$ cat src/rtl/card_digit_buffer.sv
// card_digit_buffer
//   Captures BCD card digits from the switches on each enter-key press and
//   stores up to MAX_DIGITS of them in entry order. A start-key press streams
//   the stored digits to the Luhn checker over a valid/ready handshake, and
//   out_last marks the final digit.
//
// Ports
//   clk        system clock
//   reset      asynchronous, active-high reset
//   digit_in   BCD digit on the switches, sampled when the enter press acts
//   enter_n    raw active-low enter key
//   start_n    raw active-low start key
//   clear      synchronous clear pulse; empties the store, returns to COLLECT
//   out_digit  digit to the Luhn checker (0 when not valid)
//   out_valid  out_digit/out_last valid
//   out_last   current beat is the final stored digit
//   out_ready  Luhn checker accepts the current beat
//   count      number of digits stored
//   full       count == MAX_DIGITS
//   busy       streaming in progress
//   bad_digit  one-cycle pulse when an enter press carries a digit above 9
module card_digit_buffer #(
    parameter int unsigned MAX_DIGITS = 16,
    parameter int unsigned CW         = 5
) (
    input  logic          clk,
    input  logic          reset,
    input  logic [3:0]    digit_in,
    input  logic          enter_n,
    input  logic          start_n,
    input  logic          clear,
    output logic [3:0]    out_digit,
    output logic          out_valid,
    output logic          out_last,
    input  logic          out_ready,
    output logic [CW-1:0] count,
    output logic          full,
    output logic          busy,
    output logic          bad_digit
);

    localparam int unsigned AW = (MAX_DIGITS > 1) ? $clog2(MAX_DIGITS) : 1;

    typedef enum logic [1:0] {
        COLLECT = 2'd0,
        STREAM  = 2'd1,
        DONE    = 2'd2
    } state_t;

    state_t        state;
    logic [CW-1:0] rd_ptr;
    logic [3:0]    mem [MAX_DIGITS];

    // Key chains: bit 0 = s1, bit 1 = s2, bit 2 = s3. Released level is 1.
    logic [2:0] enter_sync;
    logic [2:0] start_sync;
    logic       enter_press;
    logic       start_press;
    logic       wr_en;

    // The falling-edge pulse is registered once more, so a key sampled low at
    // edge k acts at edge k+3 and digit_in is taken at that same edge.
    always_ff @(posedge clk or posedge reset) begin
        if (reset) begin
            enter_sync  <= '1;
            start_sync  <= '1;
            enter_press <= 1'b0;
            start_press <= 1'b0;
        end else begin
            enter_sync  <= {enter_sync[1:0], enter_n};
            start_sync  <= {start_sync[1:0], start_n};
            enter_press <= enter_sync[2] & ~enter_sync[1];
            start_press <= start_sync[2] & ~start_sync[1];
        end
    end

    always_comb begin
        full      = (count == CW'(MAX_DIGITS));
        busy      = (state == STREAM);
        out_valid = busy;
        out_last  = busy && (rd_ptr == count - CW'(1));
        // Gate the read so unwritten (never reset) slots are never visible.
        out_digit = busy ? mem[rd_ptr[AW-1:0]] : '0;
        wr_en     = (state == COLLECT) && enter_press && !clear && !full &&
                    (digit_in <= 4'd9);
    end

    // Digit store carries no reset; only count and pointers are cleared.
    always_ff @(posedge clk) begin
        if (wr_en) begin
            mem[count[AW-1:0]] <= digit_in;
        end
    end

    always_ff @(posedge clk or posedge reset) begin
        if (reset) begin
            state     <= COLLECT;
            count     <= '0;
            rd_ptr    <= '0;
            bad_digit <= 1'b0;
        end else begin
            bad_digit <= 1'b0;
            if (clear) begin
                state  <= COLLECT;
                count  <= '0;
                rd_ptr <= '0;
            end else begin
                case (state)
                    COLLECT: begin
                        // A full store swallows presses without complaint.
                        if (enter_press && !full) begin
                            if (digit_in > 4'd9) begin
                                bad_digit <= 1'b1;
                            end else begin
                                count <= count + CW'(1);
                            end
                        end
                        if (start_press && (count != '0)) begin
                            rd_ptr <= '0;
                            state  <= STREAM;
                        end
                    end
                    STREAM: begin
                        if (out_ready) begin
                            rd_ptr <= rd_ptr + CW'(1);
                            if (out_last) begin
                                state <= DONE;
                            end
                        end
                    end
                    DONE: begin
                        if (start_press) begin
                            rd_ptr <= '0;
                            state  <= STREAM;
                        end
                    end
                    default: begin
                        state <= COLLECT;
                    end
                endcase
            end
        end
    end

endmodule

$ cat config.mk
export PLATFORM = sky130hd
export DESIGN_NAME = card_digit_buffer
export DESIGN_NICKNAME = d
export VERILOG_FILES = /design/src/rtl/card_digit_buffer.sv
export SDC_FILE = /design/constraint.sdc
export NUM_CORES = 1
export LEC_CHECK = 0
export ABC_AREA = 0
export CORE_ASPECT_RATIO = 0.7
export CORE_UTILIZATION = 26
export CTS_CLUSTER_DIAMETER = 150
export DETAILED_ROUTE_END_ITERATION = 10
export PLACE_DENSITY_LB_ADDON = 0.08
export RECOVER_POWER = 50
export SLEW_MARGIN = 5
export SYNTH_ARGS = -nofsm -noshare
export SYNTH_HDL_FRONTEND = slang
export SYNTH_SLANG_ARGS = --single-unit
$ cat constraint.sdc
create_clock -name clk -period 5.4 [get_ports clk]
set_input_delay 1.08 -clock clk [delete_from_list [all_inputs] [get_ports clk]]
set_output_delay 1.08 -clock clk [all_outputs]
set_load 0.01 [all_outputs]
Word level (Yosys, flattened, before mapping)

Memories as Yosys holds them, arrays and structs flattened.
Index checks and enable logic that the tools add are counted.

Add/subtract/negate cells: 3
$lt $le $gt $ge: 2
Eq/ne operators: 9
Mux-type cells: 22
Bitwise logic cells: 4
Reduce and logical (&&, ||, !) cells: 17

Operator list:

| kind                                                                     | count |
|---|---|
| 5-bit two-way mux                                                        | 8 |
| 5-bit case mux with 3 select lines                                       | 1 |
| 5-bit by 1-bit adder with 5-bit output (second input constant)           | 2 |
| 2-bit two-way mux                                                        | 5 |
| 3-bit inequality test (second input constant)                            | 3 |
| 4-bit AND reduction                                                      | 2 |
| 1-bit logical AND                                                        | 7 |
| 1-bit two-way mux                                                        | 6 |
| 2-bit case mux with 3 select lines                                       | 1 |
| 5-bit == test                                                            | 1 |
| 5-bit == test (second input constant)                                    | 1 |
| 5-bit nonzero test                                                       | 1 |
| 5-bit by 1-bit subtractor with 5-bit output (second input constant)      | 1 |
| 4-bit > comparator (second input constant)                               | 1 |
| 4-bit <= comparator (second input constant)                              | 1 |
| 4-bit two-way mux                                                        | 1 |
| 2-bit nonzero test                                                       | 2 |
| 4-bit nonzero test                                                       | 1 |
| 3-bit by 2-bit inequality test with 1-bit output (second input constant) | 1 |
| 3-bit AND reduction                                                      | 1 |
| 1-bit AND                                                                | 2 |
| 2-bit by 1-bit == test with 1-bit output (second input constant)         | 1 |
| 2-bit == test (second input constant)                                    | 1 |
| 1-bit zero test                                                          | 2 |
| 3 further kinds                                                          | 4 |

Bits in registers: 21
Bits in writable memories: 64
Bits of input ports: 10
Output and inout bits: 14
Logic and storage cells: 66
Memories: 1

Memories:

| name | words | width | rd ports | clocked after Yosys merged registers in | wr ports | RTL line | RTL |
|---|---|---|---|---|---|---|---|
| mem  | 16    | 4     | 1        | 0                                       | 1        | 52       | `logic [3:0] mem [MAX_DIGITS];` |

Longest topological paths before layout

Depth after elaboration: 7
Mapped depth: 7
Mapped depth without buffers: 7

Least setup slack after synthesis

No wires, ideal clock.

Kind: flip-flop to output port
Start point: register count[0]
End point: output out_last
Arrival time: 1.550 ns
Required time: 4.320 ns
Path slack: 2.770 ns
Stages on the path, launching flop included: 8
Path buffers: 0
Path through: dfrtp_1 > inv_1 > ha_1 > xor2_1 > o21ai_0 > a21o_1 > nand3_1 > nor2_1

Longest elaborated chain between the ends: 3

Ends and longest elaborated chain:

| item                                        | RTL line | RTL |
|---|---|---|
| start, declared                             | 36       | `output logic [CW-1:0] count,` |
| start signal, assigned                      | 115      | `count <= count + CW'(1);` |
| 5-bit by 1-bit subtractor with 5-bit output | 81       | `out_last = busy && (rd_ptr == count - CW'(1));` |
| 5-bit == test                               | 81       |  |
| 1-bit logical AND                           | 81       |  |
| end, declared                               | 34       | `output logic out_last,` |

Every way passes these cells.

Final worst setup path

Start point: register rd_ptr[1]
End point: output out_digit[0]

Longest elaborated chain between the ends: 2

Ends and longest elaborated chain:

| item                   | RTL line | RTL |
|---|---|---|
| start, declared        | 51       | `logic [CW-1:0] rd_ptr;` |
| start signal, assigned | 125      | `rd_ptr <= rd_ptr + CW'(1);` |
| memory 16 x 4 bit      | --       |  |
| 4-bit two-way mux      | 83       | `out_digit = busy ? mem[rd_ptr[AW-1:0]] : '0;` |
| end, declared          | 32       | `output logic [3:0] out_digit,` |

Every way passes these cells.

==> run_results.csv <==
group,metric,value,unit
worst_setup_path,cp_slowest_cell,"dfrtp_1",
final_layout,diodes,0,
clock_network,cts_setup_buffers,0,
sta,tightest_slew,974,ps
place,pre_cts_ws,2050,ps
synthesis,avgSynthCellArea,15.9,sq um
sta,slew_headroom,35.1,%
final_layout,syn_to_final_growth,20.6,%
worst_setup_path,crit_arrival,2620,ps
worst_setup_path,path_cells,"mux4_2 -> mux2i_1 -> o22ai_1 -> clkdlybuf4s50_1",
detailed_routing,firstDrtPassIters,6,
sta,fin_skew,5.12,ps
detailed_routing,postRouteAntennaNets,0,
sta,fin_crit_sh,68.4,%
die,die_w,143,um
clock_network,cts.htree.levels,3,
sta,final_hold_viol_count,0,
die,core_area,0.0134,sq mm
sta,setup_ws,1700,ps
sta,layout_min_cycle_time,3700,ps
place,port_buffers,23,
clock_network,cts_max_path_buffers,2,
synthesis,synth-async-reset-ratio,24.7,%
clock_network,cts_resized,0,
die,die_y,101,um
worst_setup_path,startpoint,"rd_ptr[1]$_DFFE_PP0P_",
synthesis,yosysUniqueCellTypes,38,
worst_setup_path,worstReg2RegStart,"count[0]$_DFFE_PP0P_",
synthesis,synth_area_leaders,"edfxtp_1 (53%), dfrtp_1 (10%), mux4_2 (9.9%)",
detailed_routing,viasPerCell,4.35,
sta,timing.fmax,271,MHz
clock_network,cts.sinks,85,
clock_network,root_buffer,"clkbuf_16",
synthesis,ys_seq_elements,85,
worst_setup_path,r2r-end,"mem[1][3]$_DFFE_PP_",
worst_setup_path,r2r_setup_slack,2780,ps
grt,grt_usage,12.4,%
final_layout,final_nets,271,
sta,maxSlewViolCount,0,
place,place_congestion,0.696,
synthesis,netlist_instances,228,
place,hpwl,5350,um
final_layout,post-route-util,32.7,%
synthesis,ys_seq_area_share,67.6,%
die,initial_core_util,27.1,%
synthesis,synth_top_area_share,52.9,%
synthesis,synth_edf_count,64,
clock_network,cts_made_buffers,9,
worst_setup_path,crit_required,4320,ps
final_layout,post_route_cells_drive_above_1_share,18.0,%
outcome,outcome,"complete, no violations",
synthesis,syn_nets,243,
power,power_density,329,mW/mm^2
power,power.static_leakage,1.39,nW
die,ioPinCount,24,
synthesis,yosysTopAreaCell,"edfxtp_1",
synthesis,synthTopCellsByCount,"edfxtp_1 (64), nor2_1 (28), mux4_2 (16), dfrtp_1 (15), mux2i_1 (10)",
die,die_area,0.0144,sq mm
grt,antenna_found_initial,0,
grt,first_global_vias,2025,
worst_setup_path,cp-endpoint,"out_digit[0]",
worst_setup_path,cp-start-kind,"register",
clock_network,cts_hold_buf,0,
grt,grt_pass1_wl,12500,um
detailed_routing,drt_drc_violations_left,0,
power,fin_total_pwr,1.44,mW
clock_network,clk_latency,340,ps
detailed_routing,wl_per_cell,17.7,um
synthesis,synth-warning-count,0,
worst_setup_path,reg2reg_depth,6,
clock_network,tritoncts,"built",
clock_network,path_clk_slew,60,ps
die,num_rows,35,
job,drv_cap,0,
worst_hold_path,hp-class,"register to register",
final_layout,stdcell_area,0.00438,sq mm
worst_setup_path,worstPathMaxFanout,20,
place,placed_area,0.00407,sq mm
sta,setup_viol,0,
worst_setup_path,cpPeakStageDelay,980,ps
synthesis,synth.most_common_cell,"edfxtp_1",
synthesis,syn-cell-area,0.00363,sq mm
power,worst_ir_drop_vdd,149,uV
sta,rsz0062_at_grt,"false",
detailed_routing,vias,1941,
grt,grt-ovfl-total,0,
detailed_routing,wirelength,7900,um
detailed_routing,drt_iter0_drc,132,
synthesis,ys.flop_type,"edfxtp_1",
grt,grt_max_degree,22,
worst_setup_path,crit_type,"register to output port",
sta,tns,0,ps
worst_setup_path,end_kind,"output port",
-- area by class of cell --
type / instances / area, sq um
multi-input cells: 127 / 1100
clock inverters: 7 / 97.6
fillers: 1329 / 9020
repair buffers: 27 / 249
well taps: 185 / 231
flip-flops and latches: 85 / 2450
clock buffers: 9 / 225
inverters: 6 / 22.5
-- stage by stage --
step,instances,hold slack (ps)
finish,446,356
global route,446,369
CTS,446,356
detailed placement,430,347
global placement,430,346
floorplan,228,345
-- cell families after synthesis --
| family | after synthesis | synth area share [%] |
|---|---|---|
| AO/OA/AOI/OAI | 18 | 3.89 |
| XOR/XNOR | 10 | 2.41 |
| adder cells (fa/ha/maj) | 5 | 1.72 |
| buffers and inverters | 16 | 2.10 |
| flip-flops | 85 | 67.6 |
| multiplexers | 26 | 12.7 |
| AND/OR/NAND/NOR | 68 | 9.58 |
-- per-layer routing --
layer	routed length (um)	track usage, %	up-vias
li1	-	-	913
met1	4300	18.3	990
met2	3220	16.8	34
met3	301	3.85	4
met4	84	4.42	0
met5	0	0	-
-- cell usage in the layout, fill, tap and decap left out, drive strengths merged, types with 3 or more instances in the layout --
cell and instances:
xnor2 6, nand2b 8, inv 7, mux4 16
dfrtp 15, nand3 6, nor3 3, nor2 30
nand2 9, xor2 4, o21ai 6, clkbuf 12
dlygate4sd3 7, edfxtp 64, ha 5, dfstp 6
clkdlybuf4s50 16, mux2i 10, o22ai 5
-- registers in the layout, indices dropped and copies added (netlist names) --
name,cells
enter_sync,3
mem,64
enter_press,1
start_press,1
count,5
rd_ptr,5
bad_digit,1
start_sync,3
state,2
-- critical path, delay by kind of cell (launching register included) --
kind,cells,cell delay [ps]
buffers and inverters,1,570
DFF,1,980
muxes,2,490
AOI/OAI and AO/OA,1,230
-- worst min-delay path by stage --
stage / from / end / slack [ps] / cells after the start
3_5_place_dp: enter_sync[0]$_DFF_PP1_ / enter_sync[1]$_DFF_PP1_ / 350 / 0
4_1_cts: start_sync[0]$_DFF_PP1_ / start_sync[1]$_DFF_PP1_ / 360 / 0
3_3_place_gp: enter_sync[0]$_DFF_PP1_ / enter_sync[1]$_DFF_PP1_ / 350 / 0
2_1_floorplan: enter_sync[0]$_DFF_PP1_ / enter_sync[1]$_DFF_PP1_ / 350 / 0
5_1_grt: enter_sync[0]$_DFF_PP1_ / enter_sync[1]$_DFF_PP1_ / 370 / 0
6_report: enter_sync[0]$_DFF_PP1_ / enter_sync[1]$_DFF_PP1_ / 360 / 0
-- where the power goes --
part	internal [mW]	switching, mW	total, mW
logic	0.0210	0.0328	0.0538
registers	0.711	0.00380	0.714
clock network	0.408	0.263	0.671
total	1.14	0.300	1.44
(Power assumes the default switching activity.)
